==> src/rtl/cargador_instrucciones_if.sv <==
// Byte-stream, instruction-memory write and core-control signals between a program source and the loader.
interface cargador_instrucciones_if #(
    parameter int ADDR_W = 8
);
    logic [7:0]        dato_in;
    logic              valido_in;
    logic              listo_out;
    logic              recargar;
    logic              mem_we;
    logic [ADDR_W-1:0] mem_dir;
    logic [31:0]       mem_dato;
    logic              reset_cpu;
    logic              cargado;
    logic              error;
    logic [15:0]       palabras;

    modport master (
        output dato_in, valido_in, recargar,
        input  listo_out, mem_we, mem_dir, mem_dato, reset_cpu, cargado, error, palabras
    );

    modport slave (
        input  dato_in, valido_in, recargar,
        output listo_out, mem_we, mem_dir, mem_dato, reset_cpu, cargado, error, palabras
    );
endinterface

==> src/rtl/cargador_instrucciones.sv <==
// Loads length + little-endian words + XOR checksum into instruction memory; one write the cycle after each word's last byte.
// listo_out follows state only: bytes stream back-to-back while loading, none accepted in DONE/ERROR.
module cargador_instrucciones #(
    parameter int ADDR_W = 8,
    parameter int LEN_W  = 16
) (
    input  logic                     clk_RV,
    input  logic                     reset,
    cargador_instrucciones_if.slave  bus
);
    typedef enum logic [2:0] {LEN_LO, LEN_HI, DATA, CHECK, DONE, ERROR} estado_t;

    localparam logic [LEN_W:0] CAPACIDAD = {{LEN_W{1'b0}}, 1'b1} << ADDR_W;

    estado_t           estado_q;
    logic [LEN_W-1:0]  len_q;
    logic [LEN_W-1:0]  palabras_q;
    logic [7:0]        csum_q;
    logic [1:0]        idx_q;
    logic [23:0]       bytes_q;
    logic              mem_we_q;
    logic [ADDR_W-1:0] mem_dir_q;
    logic [31:0]       mem_dato_q;
    logic              reset_cpu_q;
    logic              cargado_q;
    logic              error_q;

    logic              listo;
    logic              acepta;
    logic [LEN_W-1:0]  len_d;
    logic [LEN_W-1:0]  palabras_d;

    assign listo      = (estado_q == LEN_LO) || (estado_q == LEN_HI) ||
                        (estado_q == DATA)   || (estado_q == CHECK);
    assign acepta     = bus.valido_in && listo;
    assign len_d      = {bus.dato_in, len_q[7:0]};
    assign palabras_d = palabras_q + LEN_W'(1);

    always_ff @(posedge clk_RV or negedge reset) begin
        if (!reset) begin
            estado_q    <= LEN_LO;
            len_q       <= '0;
            palabras_q  <= '0;
            csum_q      <= '0;
            idx_q       <= '0;
            bytes_q     <= '0;
            mem_we_q    <= 1'b0;
            mem_dir_q   <= '0;
            mem_dato_q  <= '0;
            reset_cpu_q <= 1'b1;
            cargado_q   <= 1'b0;
            error_q     <= 1'b0;
        end else begin
            mem_we_q <= 1'b0;
            case (estado_q)
                LEN_LO: if (acepta) begin
                    len_q[7:0] <= bus.dato_in;
                    csum_q     <= csum_q ^ bus.dato_in;
                    estado_q   <= LEN_HI;
                end
                LEN_HI: if (acepta) begin
                    len_q  <= len_d;
                    csum_q <= csum_q ^ bus.dato_in;
                    // A full memory (N == capacity) is legal; anything larger would wrap.
                    if ({1'b0, len_d} > CAPACIDAD) begin
                        estado_q <= ERROR;
                        error_q  <= 1'b1;
                    end else if (len_d == '0) begin
                        estado_q <= CHECK;
                    end else begin
                        estado_q <= DATA;
                    end
                end
                DATA: if (acepta) begin
                    csum_q <= csum_q ^ bus.dato_in;
                    idx_q  <= idx_q + 2'd1;
                    case (idx_q)
                        2'd0: bytes_q[7:0]   <= bus.dato_in;
                        2'd1: bytes_q[15:8]  <= bus.dato_in;
                        2'd2: bytes_q[23:16] <= bus.dato_in;
                        default: begin
                            mem_we_q   <= 1'b1;
                            mem_dato_q <= {bus.dato_in, bytes_q};
                            mem_dir_q  <= palabras_q[ADDR_W-1:0];
                            palabras_q <= palabras_d;
                            if (palabras_d == len_q) estado_q <= CHECK;
                        end
                    endcase
                end
                CHECK: if (acepta) begin
                    if (bus.dato_in == csum_q) begin
                        estado_q    <= DONE;
                        cargado_q   <= 1'b1;
                        reset_cpu_q <= 1'b0;
                    end else begin
                        estado_q <= ERROR;
                        error_q  <= 1'b1;
                    end
                end
                DONE, ERROR: if (bus.recargar) begin
                    estado_q    <= LEN_LO;
                    reset_cpu_q <= 1'b1;
                    cargado_q   <= 1'b0;
                    error_q     <= 1'b0;
                    palabras_q  <= '0;
                    csum_q      <= '0;
                    idx_q       <= '0;
                end
                default: begin
                    estado_q <= ERROR;
                    error_q  <= 1'b1;
                end
            endcase
        end
    end

    assign bus.listo_out = listo;
    assign bus.mem_we    = mem_we_q;
    assign bus.mem_dir   = mem_dir_q;
    assign bus.mem_dato  = mem_dato_q;
    assign bus.reset_cpu = reset_cpu_q;
    assign bus.cargado   = cargado_q;
    assign bus.error     = error_q;
    assign bus.palabras  = palabras_q;
endmodule

==> src/flat_wrapper.sv <==
// flat-port wrapper written by rule: the top's interface ports become plain ports
module cargador_instrucciones_flat 
#(
    parameter int ADDR_W = 8,
    parameter int LEN_W  = 16
)
  (clk_RV, reset, bus_dato_in, bus_valido_in, bus_recargar, bus_listo_out, bus_mem_we, bus_mem_dir, bus_mem_dato, bus_reset_cpu, bus_cargado, bus_error, bus_palabras);
  cargador_instrucciones_if #(.ADDR_W(ADDR_W)) bus_i ();
  input  logic clk_RV;
  input  logic reset;
  input wire logic [$bits(bus_i.dato_in)-1:0] bus_dato_in;
  input wire logic [$bits(bus_i.valido_in)-1:0] bus_valido_in;
  input wire logic [$bits(bus_i.recargar)-1:0] bus_recargar;
  output wire logic [$bits(bus_i.listo_out)-1:0] bus_listo_out;
  output wire logic [$bits(bus_i.mem_we)-1:0] bus_mem_we;
  output wire logic [$bits(bus_i.mem_dir)-1:0] bus_mem_dir;
  output wire logic [$bits(bus_i.mem_dato)-1:0] bus_mem_dato;
  output wire logic [$bits(bus_i.reset_cpu)-1:0] bus_reset_cpu;
  output wire logic [$bits(bus_i.cargado)-1:0] bus_cargado;
  output wire logic [$bits(bus_i.error)-1:0] bus_error;
  output wire logic [$bits(bus_i.palabras)-1:0] bus_palabras;
  assign bus_i.dato_in = bus_dato_in;
  assign bus_i.valido_in = bus_valido_in;
  assign bus_i.recargar = bus_recargar;
  assign bus_listo_out = bus_i.listo_out;
  assign bus_mem_we = bus_i.mem_we;
  assign bus_mem_dir = bus_i.mem_dir;
  assign bus_mem_dato = bus_i.mem_dato;
  assign bus_reset_cpu = bus_i.reset_cpu;
  assign bus_cargado = bus_i.cargado;
  assign bus_error = bus_i.error;
  assign bus_palabras = bus_i.palabras;
  cargador_instrucciones #(.ADDR_W(ADDR_W), .LEN_W(LEN_W)) u_core (.clk_RV(clk_RV), .reset(reset), .bus(bus_i));
endmodule
==> config.mk <==
export PLATFORM = sky130hd
export DESIGN_NAME = cargador_instrucciones_flat
export DESIGN_NICKNAME = d
export VERILOG_FILES = /design/src/rtl/cargador_instrucciones_if.sv /design/src/rtl/cargador_instrucciones.sv /design/src/flat_wrapper.sv
export SDC_FILE = /design/constraint.sdc
export NUM_CORES = 1
export LEC_CHECK = 0
export ABC_AREA = 0
export BUFFER_PORTS_ARGS = -buffer_cell sky130_fd_sc_hd__buf_2
export CAP_MARGIN = 20
export CORE_ASPECT_RATIO = 0.75
export CORE_MARGIN = 1
export CORE_UTILIZATION = 60
export DETAILED_ROUTE_END_ITERATION = 10
export PLACE_DENSITY = 0.83
export SLEW_MARGIN = 20
export SYNTH_ARGS = -nofsm -noshare
export SYNTH_HDL_FRONTEND = slang
export SYNTH_SLANG_ARGS = --single-unit
==> constraint.sdc <==
create_clock -name clk_RV -period 5.2 [get_ports clk_RV]
set_clock_uncertainty 0.15 [all_clocks]
set_input_delay 1.04 -clock clk_RV [delete_from_list [all_inputs] [get_ports clk_RV]]
set_output_delay 1.04 -clock clk_RV [all_outputs]
set_load 0.01 [all_outputs]
# Word-level counts from Yosys, hierarchy flattened
# Cells that the tools add are included.
word_totals:
  word_cells: 107
  reg_bits: 113
  in_bits: 12
  out_inout_bits: 61
classes:
  n_lt_le_gt_ge: 1
  bitwise_logic: 4
  addsub: 2
  muxes: 39
  n_eq_ne: 20
  n_reduce_logical: 26
op_table:
  columns: ["cell", "n"]
  rows:
  - ["16-bit 2-to-1 mux", 3]
  - ["16-bit case mux with 2 select lines", 1]
  - ["8-bit case mux with 2 select lines", 2]
  - ["3-bit 2-to-1 mux", 8]
  - ["8-bit 2-to-1 mux", 3]
  - ["3-bit AND reduction", 7]
  - ["16-bit by 1-bit adder with 16-bit output, second input constant", 1]
  - ["16-bit == test", 1]
  - ["16-bit by 9-bit greater-than comparator with 1-bit output, second input constant", 1]
  - ["16-bit zero test", 1]
  - ["1-bit 2-to-1 mux", 15]
  - ["3-bit case mux with 5 select lines", 1]
  - ["2-bit inequality test, second input constant", 6]
  - ["2-bit by 1-bit inequality test with 1-bit output, second input constant", 5]
  - ["8-bit == test", 1]
  - ["4-bit AND reduction", 2]
  - ["8-bit bitwise XOR", 1]
  - ["7-bit AND reduction", 1]
  - ["3-bit by 2-bit == test with 1-bit output, second input constant", 2]
  - ["3-bit == test, second input constant", 2]
  - ["6-bit AND reduction", 1]
  - ["2-bit nonzero test", 3]
  - ["3-bit OR reduction", 2]
  - ["2-bit 2-to-1 mux", 2]
  - ["other kinds (14)", 20]

# Logic depth before layout (Yosys ltp)
# Gate-level depths: netlist (run 1).
depth:
  word_depth: 7
  mapped_depth: 8
  mapped_depth_nobuf: 7

# Least setup slack after synthesis (run 1)
# Ideal clock, no wire load.
synth_path:
  kind: "input to register"
  startpoint: "input port bus_dato_in[3]"
  endpoint: "register u_core.estado_q[0]"
  path_buffers: 1
  arrival_time_ns: 2.191
  t_required_ns: 4.928
  path_stages: 7
  setup_slack_ns: 2.737
  cell_sequence: "clkbuf_1 xnor2_1 nand3_1 nor4_1 o32a_1 o21ai_0 a21boi_1"
synth_via:
  elab_chain_len: 5
  word_cells_on_any_way: 9
  cone_classes: "1 x order compare; 1 x eq/ne; 6 x mux; 1 x reduce/logical"
synth_rtl:
  columns: ["element", "line", "text"]
  rows:
  - ["start: declaration", "flat_wrapper.sv:11", "input wire logic [$bits(bus_i.dato_in)-1:0] bus_dato_in;"]
  - ["parallel branches: the longest is 4 deep, another holds 16-bit by 9-bit greater-than comparator with 1-bit output", null, null]
  - ["3-bit case mux with 5 select lines (*)", "cargador_instrucciones.sv:55", "case (estado_q)"]
  - ["end signal: assignment", "cargador_instrucciones.sv:66", "estado_q <= ERROR;"]
  - ["end signal: assignment", "cargador_instrucciones.sv:69", "estado_q <= CHECK;"]
  - ["end signal: assignment", "cargador_instrucciones.sv:71", "estado_q <= DATA;"]
  - ["end: declaration", "cargador_instrucciones.sv:15", "estado_t estado_q;"]
# Mark *: on every way between the ends. The select of a mux whose other input is x is not followed.
# A chain may end at the register's enable or synchronous reset.

# Worst setup path after layout (run 1)
layout_path:
  startpoint: "input port bus_valido_in"
  endpoint: "register u_core.palabras_q[10], in the netlist u_core.bus.palabras[10]"
layout_via:
  elab_chain_len: 3
layout_rtl:
  columns: ["element", "line", "text"]
  rows:
  - ["start: declaration", "flat_wrapper.sv:12", "input wire logic [$bits(bus_i.valido_in)-1:0] bus_valido_in;"]
  - ["1-bit logical AND", "cargador_instrucciones.sv:35", "assign acepta = bus.valido_in && listo;"]
  - ["2-bit by 1-bit inequality test with 1-bit output (no line)", null, null]
  - ["4-bit AND reduction (no line)", null, null]
  - ["end signal: assignment", "cargador_instrucciones.sv:85", "palabras_q <= palabras_d;"]
  - ["end: declaration", "cargador_instrucciones.sv:17", "logic [LEN_W-1:0] palabras_q;"]
# No other way between the ends.

==> summary.txt, run 1 <==
Final layout
  • # diodes: 0
  • Nets: approximately 630
  • Area delta synth->final: 17.7%
  • Layout cell share with drive strength beyond 1: 0.256

Critical path
  • R2r worst-path depth: 7
  • CP Max Fanout: 60
  • Reg-to-Reg End: u_core.bus.palabras[10]
  • CP Launch Type: input pin
  • Reg2reg setup slack: between 2 and 2.5 ns
  • Endpoint type of the worst setup path: register
  • Worst EP required: 5.37 ns
  • Kind of critical path: input pin to register
  • RR Startpoint: u_core.estado_q[1]
  • Critical path launch point: bus_valido_in
  • Crit path DAT: roughly 3.3 ns

Synthesis
  • Synth Area per Inst: 9.79 um^2
  • Asr flop ratio synth: 1.00
  • Post-synth top cells: nand2_1, dfrtp_1, o21ai_0
  • Top_reg_cell synth: dfrtp_1
  • Sequential area share after synthesis: 0.526
  • Syn Nets: 567
  • Post-synth top area cell: dfrtp_1
  • Synth warnings: 0
  • Synthesis-stage register bit count: 113
  • Synth top area cells: dfrtp_1, nand2_1, mux2_2, o21ai_0, xnor2_1
  • Post-synth EDFFs: 0
  • Most frequent cell after synthesis: nand2_1
  • Cell count after synthesis: 550
  • Mapped Area: 5380 um^2
  • Synth cell types: between 50 and 60
  • Top cell type's share of synthesized area: 0.521

Place
  • Worst slack, placed: 1.66 ns
  • DP HPWL: 8.05 mm
  • # port buffers: 72
  • Routability cong.: roughly 0.9

Clock network
  • Total CTS buffers: 17
  • Post-cts sizing count: 0
  • Clock Sinks: between 100 and 150
  • CTS tree: yes
  • Clock slew at reported path FFs: 0.05 ns
  • Latest clock arrival within the worst-skew pair: a little over 0.4 ns
  • Hold_buf cts: 0
  • Post-CTS setup buffers: 0
  • Clock root cell: clkbuf_16
  • CTS H-tree depth: 4
  • CTS max path bufs: 2

GRT
  • Grt total ovfl: 0
  • GRT Util Overall: 0.299
  • Largest net degree at the start of global routing: 87
  • Vias in the first global route: 4223
  • First-pass GRT wire length: 21.3 mm
  • Antenna violations before repair: 0

Run status
  • Violated checks: design-rule violations
  • Outcome: complete, but fails checks

STA
  • Max Slew Vio Count: 0
  • Least-Margin Pin Slew: 1.07 ns
  • Fin worst setup slack: 2.07 ns
  • Final setup vio count: 0
  • RSZ-0062 raised after global routing: no
  • Setup TNS: 0 ns
  • Hold Fails Final Rpt: 0
  • Final Cycle Share: 0.602
  • Max Fclk: 319 MHz
  • Hold WS: 0.314 ns
  • Relative slew slack: 0.284
  • Tmin final: about 3.1 ns

Min path
  • Hold endpoint: u_core.bus.mem_dato[2]
  • Worst Hold Class: register to register
  • Hold Startpoint: u_core.bytes_q[2]
  • Hold Path Depth: 2

Detailed routing
  • WL/cell: 17.4 um
  • ANT nets after route: 0
  • # DRC: 12
  • Vias: 4357
  • Average vias per placed instance: roughly 6
  • DR pass1 iterations: 8
  • 1st-iter DRT viols: between 400 and 500
  • Post-Route WL: 12.7 mm

Floorplanning
  • Rows: 29
  • Chip width: ~110 um
  • DIE HEIGHT: 84.0 um
  • Die area: 9360 um^2
  • Initial Util: 0.629
  • Num ports: 73
  • Area of the core: 8560 um^2

Power and ir drop
  • P_sw: about 0.00074 W
  • Part of the power in the clock network: 0.430
  • Comb power frac: 0.160
  • Peak supply drop: 426 uV
  • Internal power: ~0.0019 W
  • Sequential share of power: 0.410
  • Cell Pwr Density: 423 nW/um^2
  • Leakage power: 3.25 nW
  • Sw frac: 0.277

Job
  • Max-cap viol count: 0
power groups by stage:
| stage | logic (W) | registers [W] | clock network, W |
|---|---|---|---|
| detailed placement | 0.000417 | 0.00111 | 0 |
| floorplan | 0.000338 | 0.00107 | 0 |
| global route | 0.000470 | 0.00111 | 0.00120 |
| CTS | 0.000424 | 0.00109 | 0.00116 |
| finish | 0.000430 | 0.00110 | 0.00115 |
| global placement | 0.000398 | 0.00110 | 0 |
placed cells by master (no fill, tap or decap), types with 6 or more instances in the layout:
cell | netlist | routed
nand4_1 | 7 | 7
clkbuf_16 | 0 | 17
xnor2_1 | 20 | 20
buf_2 | 6 | 71
inv_1 | 6 | 6
nor4_1 | 6 | 6
a21oi_1 | 8 | 8
o21ai_0 | 44 | 44
nor2_1 | 24 | 24
nand3_1 | 7 | 7
xor2_1 | 8 | 8
nand2_1 | 160 | 159
mux2_2 | 39 | 39
dfrtp_1 | 112 | 112
per-stage QoR:
stage                     total power, W  area, um^2  cells  utilization
after floorplan                  0.00140        5380    550            -
after global placement           0.00150        5750    699        0.671
after detailed placement         0.00153        5750    699        0.671
after CTS                        0.00268        6330    730        0.740
after global routing             0.00278        6340    730        0.740
final                            0.00268        6340    730        0.740
worst max path at each step:
stage / to / slack (ns)
global route: u_core.bus.palabras[10] / 1.86
CTS: u_core.bus.palabras[12] / 2.09
global placement: u_core.bus.palabras[12] / 1.77
detailed placement: u_core.bus.palabras[12] / 1.66
floorplan: u_core.estado_q[0] / 2.74
finish: u_core.bus.palabras[10] / 2.07
state kept, by name, summed over array words and instances, names as in the netlist:
register / cells
u_core.bus.palabras: 16
u_core.idx_q: 2
u_core.bus.cargado: 1
u_core.len_q: 16
u_core.bytes_q: 24
u_core.csum_q: 8
u_core.bus.mem_dir: 8
u_core.estado_q: 3
u_core.bus.mem_we: 1
u_core.bus.error: 1
u_core.bus.reset_cpu: 1
u_core.bus.mem_dato: 32
cell families (layout without fill, tap and decap cells):
group,Yosys count,after routing,share of synthesized area
AND/OR/NAND/NOR,241,241,0.208
flip-flops,113,113,0.526
AO/OA/AOI/OAI,82,82,0.0918
buffers and inverters,41,113,0.0342
multiplexers,40,40,0.0834
XOR/XNOR,28,28,0.0456
adder cells (fa/ha/maj),5,5,0.0116
critical path: stages:
cell and delay [ns]:
buf_2 0.12, nor4bb_1 0.27, buf_4 0.20, nand2_2 0.59, clkinv_1 0.15, buf_4 0.48
nand2_1 0.18, o31ai_1 0.23
area by class of cell:
type | count | area (um^2)
Tap cell | 108 | 135
Clock inverter | 11 | 139
Fill cell | 598 | 2230
Timing Repair Buffer | 75 | 389
Multi-Input combinational cell | 396 | 2370
Inverter | 7 | 26.3
Clock buffer | 20 | 447
Sequential cell | 113 | 2830
metal layers:
layer,track usage,vias up,wire length (um)
met1,0.406,2148,5510
met2,0.463,193,6050
met4,0.128,0,218
li1,-,1987,-
met5,0,-,0
met3,0.0733,29,918
Note: power is estimated with default switching activity, not from simulation.
==> run 2, diff against run 1 <==
- CORE_UTILIZATION: 60 -> 52
- PLACE_DENSITY: 0.83 -> 0.76
- clock period: 5.2 -> 2.6 ns (I/O delays scaled with it)
==> run 2 against run 1 <==
Net effect:
- the run now ends clean
- register-to-register slack worse by 2.0 ns
- first-iteration DRC count is 24% lower
- power is 100% higher
- via count is 0.46% lower
- sequential share of layout area is 1.3 points lower
- routed wire length is 4.6% higher
- non-clock buffer count is 15 higher
- die area is 15% higher
- largest cell class unchanged
==> summary.txt, run 2 (synthesis results as in run 1) <==
Run status
  • Outcome: completed (was complete, but fails checks)

Final layout
  • Register area: 2830 um^2 (unchanged)
  • Fillers: 785 (was 598)
  • # diodes: 0 (unchanged)
  • Nets: 642 (was 627)
  • Post-layout util: 0.662 (was 0.740)
  • Commonest non-fill, non-tap cell in the layout: nand2_1 (unchanged)
  • Most frequent cells in the layout: nand2_1, dfrtp_1, buf_2 (unchanged)
  • Largest register FFs: 32 (unchanged)
  • Area delta synth->final: 21.2% (was 17.7%)
  • Multi-input logic area: 2380 um^2 (was 2370 um^2)
  • Layout cell share with drive strength beyond 1: 0.270 (was 0.256)

Power and ir drop
  • Peak supply drop: 551 uV (was 426 uV)
  • Cell Pwr Density: 835 nW/um^2 (was 423 nW/um^2)
  • Leakage power: 3.33 nW (was 3.25 nW)

Detailed routing
  • Average vias per placed instance: 5.64 (was 5.97)
  • Post-Route WL: 13.3 mm (was 12.7 mm)
  • ANT nets after route: 0 (unchanged)
  • DR pass1 iterations: 5 (was 8)
  • Vias: 4337 (was 4357)
  • # DRC: 0 (was 12)
  • WL/cell: 17.3 um (was 17.4 um)
  • 1st-iter DRT viols: 360 (was 476)

Critical path
  • CP Buf/Inv Count: 0 (was 4)
  • Slowest cell delay on critical path: 0.49 ns (was 0.59 ns)
  • Reg2reg setup slack: 0.25 ns (was 2.22 ns)
  • Endpoint type of the worst setup path: register (unchanged)
  • Worst EP required: 2.78 ns (was 5.37 ns)
  • Crit path DAT: 2.53 ns (was 3.30 ns)
  • Kind of critical path: register to register (was input pin to register)
  • RR Startpoint: u_core.bus.palabras[0] (was u_core.estado_q[1])
  • CP Max Fanout: 8 (was 60)
  • Top delay family on crit path: simple AND/OR/NAND/NOR gates (unchanged)
  • Slowest stage cell, crit path: dfrtp_1 (was nand2_2)
  • R2r worst-path depth: 7 (unchanged)
  • Worst-path cell chain: ha_2 -> nand4_4 -> nor4_4 -> xnor2_1 -> a2111oi_2 -> nand4_1 -> a21boi_1 (was buf_2 -> nor4bb_1 -> buf_4 -> nand2_2 -> clkinv_1 -> buf_4 -> nand2_1 -> o31ai_1)
  • Reg-to-Reg End: u_core.estado_q[0] (was u_core.bus.palabras[10])
  • CP Launch Type: register (was input pin)
  • Critical path launch point: u_core.bus.palabras[0] (was bus_valido_in)

STA
  • Max Slew Vio Count: 0 (unchanged)
  • Setup TNS: 0 ns (unchanged)
  • Final Cycle Share: 0.905
  • Hold Fails Final Rpt: 0 (unchanged)
  • RSZ-0062 raised after global routing: no (unchanged)
  • Max Fclk: 425 MHz
  • Relative slew slack: 0.526 (was 0.284)
  • Final setup vio count: 0 (unchanged)
  • Least-Margin Pin Slew: 0.708 ns (was 1.07 ns)
  • Tmin final: 2.35 ns

Clock network
  • CTS tree: yes (unchanged)
  • Clock root cell: clkbuf_16 (unchanged)
  • CTS max path bufs: 2 (unchanged)
  • Clock slew at reported path FFs: 0.05 ns (about the same)
  • Total CTS buffers: 17 (unchanged)
  • Clock Sinks: 113 (unchanged)
  • Latest clock arrival within the worst-skew pair: 0.41 ns (about the same)
  • CTS H-tree depth: 4 (unchanged)

GRT
  • Largest net degree at the start of global routing: 46 (was 87)
  • Antenna violations before repair: 0 (unchanged)
  • Grt total ovfl: 0 (unchanged)
  • GRT Util Overall: 0.273 (was 0.299)
  • First-pass GRT wire length: 22.5 mm (was 21.3 mm)
  • Vias in the first global route: 4315 (was 4223)

Floorplanning
  • Rows: 31 (was 29)
  • Initial Util: 0.546 (was 0.629)
  • Chip width: 119 um (was 111 um)
  • Num ports: 73 (unchanged)
  • Area of the core: 9850 um^2 (was 8560 um^2)
  • Die area: 10800 um^2 (was 9360 um^2)
  • DIE HEIGHT: 90.1 um (was 84.0 um)

Place
  • Routability cong.: 0.895 (was 0.876)
  • DP HPWL: 8.82 mm (was 8.05 mm)
  • # port buffers: 72 (unchanged)

Min path
  • Hold Path Depth: 3 (was 2)
  • Hold Startpoint: bus_dato_in[6] (was u_core.bytes_q[2])
  • Worst Hold Class: input pin to register (was register to register)
  • Hold endpoint: u_core.bus.mem_dato[30] (was u_core.bus.mem_dato[2])

Job
  • Max-cap viol count: 0 (unchanged)
-- run 2: cell types whose count changed in the layout (fill, tap and decap cells not counted), sizes merged --
cell / previous run / this run
buf: 75 / 89
clkbuf: 20 / 26
clkinv: 7 / 3
clkinvlp: 2 / 0
dlygate4sd3: 0 / 1
-- run 2: timing repair --
item	CTS	global route
buffers inserted	0	0
endpoints found under the setup margin	0	1
hold buffers	1	0
hold endpoints to repair	41	0
gates resized for setup	0	2
-- run 2: cell type report --
cell class,count,area share
Clock inverter,5,0.0153
Sequential cell,113,0.434
Timing Repair Buffer,90,0.0806
Multi-Input combinational cell,396,0.364
Inverter,7,0.00403
Clock buffer,26,0.0765
Tap cell,132,0.0253
-- run 2: worst reg2reg max path, cell delays in order (launching register included) --
cell and delay (ns):
dfrtp_1 0.49, ha_2 0.34, nand4_4 0.16, nor4_4 0.38, xnor2_1 0.14, a2111oi_2 0.34, nand4_1 0.13, a21boi_1 0.15
-- run 2: where the power goes --
group          switching (W)  total [W]  internal (W)
Combinational       0.000463   0.000879      0.000416
Sequential          0.000249    0.00221       0.00196
Clock               0.000754    0.00235       0.00160
-- run 2: worst max path at each step --
stage / end / slack, ns / depth (start not counted)
after floorplan: u_core.estado_q[0] / 0.44 / 8
after global placement: u_core.estado_q[0] / 0.31 / 7
after global routing: u_core.estado_q[0] / 0.06 / 7
after CTS: u_core.estado_q[0] / 0.20 / 7
after detailed placement: u_core.estado_q[0] / 0.26 / 7
final: u_core.estado_q[0] / 0.25 / 7
-- run 2: metal layers --
| layer | part of all wire | up-vias | global-route usage |
|---|---|---|---|
| met3 | 0.071 | 18 | 0.0615 |
| met1 | 0.46 | 2137 | 0.391 |
| met2 | 0.45 | 165 | 0.407 |
| met5 | 0 | - | 0 |
| met4 | 0.013 | 0 | 0.0948 |
| li1 | - | 2017 | - |
-- run 2: per-stage QoR --
step	total power [W]	cell area [um^2]	std cells	setup WS, ns	hold WS, ns
final	0.00545	6520	769	0.246	0.295
after global routing	0.00569	6520	769	0.0637	0.299
after CTS	0.00547	6520	769	0.195	0.280
after detailed placement	0.00308	5910	737	0.260	0.307
after global placement	0.00305	5910	737	0.313	0.301
after floorplan	0.00281	5380	550	0.439	0.0744
==> run 3, diff against run 2 <==
- GPL_TIMING_DRIVEN: not set -> 0
==> run 3 against run 2 <==
Net effect:
- fmax shrank 3.1%
- via count rose by 0.71%
- global-route usage decreased by 0.79 points
- worst setup slack worse by 0.075 ns
- critical path depth is 1 higher
- critical path type unchanged
- highest routed layer unchanged
==> summary.txt, run 3 (synthesis results as in run 1) <==
Critical path
  • CP Launch Type: register (unchanged)
  • Endpoint type of the worst setup path: register (unchanged)
  • Crit path DAT: 2.61 ns (was 2.53 ns)
  • Worst EP required: 2.78 ns (about the same)
  • Slowest cell delay on critical path: 0.46 ns (was 0.49 ns)
  • Slowest stage cell, crit path: dfrtp_2 (was dfrtp_1)
  • CP Max Fanout: 8 (unchanged)
  • Kind of critical path: register to register (unchanged)
  • Worst-path cell chain: ha_1 -> buf_2 -> nand4_4 -> nor4_4 -> xnor2_1 -> a2111oi_2 -> nand4_1 -> a21boi_1 (was ha_2 -> nand4_4 -> nor4_4 -> xnor2_1 -> a2111oi_2 -> nand4_1 -> a21boi_1)

Power and ir drop
  • Internal power: 0.00405 W (was 0.00398 W)
  • P_sw: 0.00149 W (was 0.00147 W)
  • Cell Pwr Density: 846 nW/um^2 (was 835 nW/um^2)
  • Part of the power in the clock network: 0.445 (was 0.432)
  • Comb power frac: 0.164 (was 0.161)
  • Power Total: 0.00554 W (was 0.00545 W)
  • Sequential share of power: 0.391 (was 0.406)
  • Peak supply drop: 504 uV (was 551 uV)
  • Leakage power: 3.32 nW (was 3.33 nW)
  • Sw frac: 0.269 (about the same)

Clock network
  • CTS H-tree depth: 4 (unchanged)
  • Post-CTS setup buffers: 0 (unchanged)
  • Clock slew at reported path FFs: 0.05 ns (about the same)
  • CTS tree: yes (unchanged)
  • Latest clock arrival within the worst-skew pair: 0.41 ns (about the same)
  • Clock root cell: clkbuf_16 (unchanged)
  • Total CTS buffers: 17 (unchanged)
  • Clock Sinks: 113 (unchanged)
  • CTS max path bufs: 2 (unchanged)

Floorplanning
  • DIE HEIGHT: 90.1 um (unchanged)
  • Die area: 10800 um^2 (unchanged)
  • Num ports: 73 (unchanged)
  • Initial Util: 0.546 (unchanged)
  • Rows: 31 (unchanged)
  • Chip width: 119 um (unchanged)
  • Area of the core: 9850 um^2 (unchanged)

STA
  • Setup TNS: 0 ns (unchanged)
  • Hold Fails Final Rpt: 0 (unchanged)
  • Least-Margin Pin Slew: 0.707 ns (was 0.708 ns)
  • Relative slew slack: 0.526 (about the same)
  • RSZ-0062 raised after global routing: no (unchanged)
  • Final setup vio count: 0 (unchanged)
  • Max Fclk: 412 MHz (was 425 MHz)
  • Max Slew Vio Count: 0 (unchanged)
  • Tmin final: 2.43 ns (was 2.35 ns)
  • Final Cycle Share: 0.934 (was 0.905)

Run status
  • Outcome: completed (unchanged)

Final layout
  • # diodes: 0 (unchanged)
  • Largest register FFs: 32 (unchanged)
  • Commonest non-fill, non-tap cell in the layout: nand2_1 (unchanged)
  • Fillers: 765 (was 785)
  • Nets: 653 (was 642)
  • Layout cell share with drive strength beyond 1: 0.250 (was 0.270)
  • Most frequent cells in the layout: nand2_1, dfrtp_1, buf_2 (unchanged)
  • Area delta synth->final: 21.6% (was 21.2%)

Detailed routing
  • WL/cell: 16.9 um (was 17.3 um)
  • Vias: 4368 (was 4337)
  • # DRC: 0 (unchanged)
  • Post-Route WL: 13.2 mm (was 13.3 mm)
  • DR pass1 iterations: 5 (unchanged)
  • 1st-iter DRT viols: 254 (was 360)
  • ANT nets after route: 0 (unchanged)
  • Average vias per placed instance: 5.60 (was 5.64)

GRT
  • GR Util met3: 0.0717 (was 0.0615)
  • Largest net degree at the start of global routing: 78 (was 46)
  • GRT Util Overall: 0.265 (was 0.273)
  • Routing usage on met2: 0.408 (was 0.407)
  • Grt total ovfl: 0 (unchanged)
  • Vias in the first global route: 4367 (was 4315)
  • Busiest grt layer: met2 (unchanged)
  • Antenna violations before repair: 0 (unchanged)
  • Met1 Usage GRT: 0.365 (was 0.391)
  • First-pass GRT wire length: 22.0 mm (was 22.5 mm)

Place
  • DP HPWL: 8.98 mm (was 8.82 mm)
  • Routability cong.: 0.832 (was 0.895)
  • # port buffers: 65 (was 72)

Min path
  • Worst Hold Class: input pin to register (unchanged)

Job
  • Max-cap viol count: 0 (unchanged)
-- run 3: path summary, 6_finish.rpt --
| path | startpoint | endpoint | slack, ns | depth (start not counted) |
|---|---|---|---|---|
| max | u_core.bus.palabras[0] | u_core.estado_q[0] | 0.17 | 8 |
| min | bus_recargar | u_core.bus.error | 0.31 | 3 |
| max reg2reg | u_core.bus.palabras[0] | u_core.estado_q[0] | 0.17 | 8 |
| min reg2reg | u_core.bus.mem_dato[18] | u_core.bus.mem_dato[18] | 0.31 | 2 |
| max in group asynchronous | reset | u_core.bus.reset_cpu | 1.16 | 3 |
| min in group asynchronous | reset | u_core.bus.mem_dato[11] | 0.42 | 2 |
-- run 3: timing repair --
item | in CTS | in global routing
endpoints found under the hold margin | 36 | 0
resized for setup | 0 | 2
hold buffers | 1 | 0
setup endpoints to repair | 0 | 1
-- run 3: routing by layer --
layer | vias up | wire length (um)
li1 | 2045 | -
met1 | 2141 | 6030
met2 | 160 | 6170
met3 | 22 | 818
met4 | 0 | 195
met5 | - | 0
-- run 3: power by group through the flow --
| stage | clock network (W) | registers, W | logic, W |
|---|---|---|---|
| 3_3_place_gp | 0 | 0.00217 | 0.000853 |
| 6_report | 0.00246 | 0.00217 | 0.000911 |
| 5_1_grt | 0.00258 | 0.00219 | 0.00101 |
| 2_1_floorplan | 0 | 0.00213 | 0.000676 |
| 3_5_place_dp | 0 | 0.00219 | 0.000894 |
| 4_1_cts | 0.00249 | 0.00216 | 0.000907 |
-- run 3: layout make-up --
| cell class | instances | area, um^2 | share of cell area |
|---|---|---|---|
| buffer | 34 | 158 | 0.0241 |
| tap | 132 | 165 | 0.0252 |
| inverter | 7 | 26.3 | 0.00401 |
| clock buffer | 21 | 470 | 0.0719 |
| sequential | 113 | 2830 | 0.432 |
| multi-input combinational | 396 | 2370 | 0.362 |
| clock inverter | 10 | 158 | 0.0241 |
| timing repair buffer | 67 | 369 | 0.0564 |
-- run 3: per-stage QoR --
stage          cells  instance area, um^2  utilization  hold slack [ns]  setup WS [ns]
6_report         780                 6550        0.665            0.311          0.172
5_1_grt          780                 6550        0.665            0.319         0.0215
4_1_cts          780                 6550        0.664            0.302          0.111
3_5_place_dp     748                 5910        0.600            0.288         0.0229
3_3_place_gp     747                 5870        0.596            0.298         -0.368
2_1_floorplan    550                 5380            -           0.0744          0.439
-- run 3: worst max-delay path, delay by kind of cell, from the launching register on --
| kind | cells | cell delay [ns] |
|---|---|---|
| simple gates | 3 | 0.69 |
| xor+xnor | 1 | 0.16 |
| buf+inv | 1 | 0.21 |
| fa+ha+maj | 1 | 0.18 |
| flops | 1 | 0.46 |
| compound gates | 2 | 0.49 |
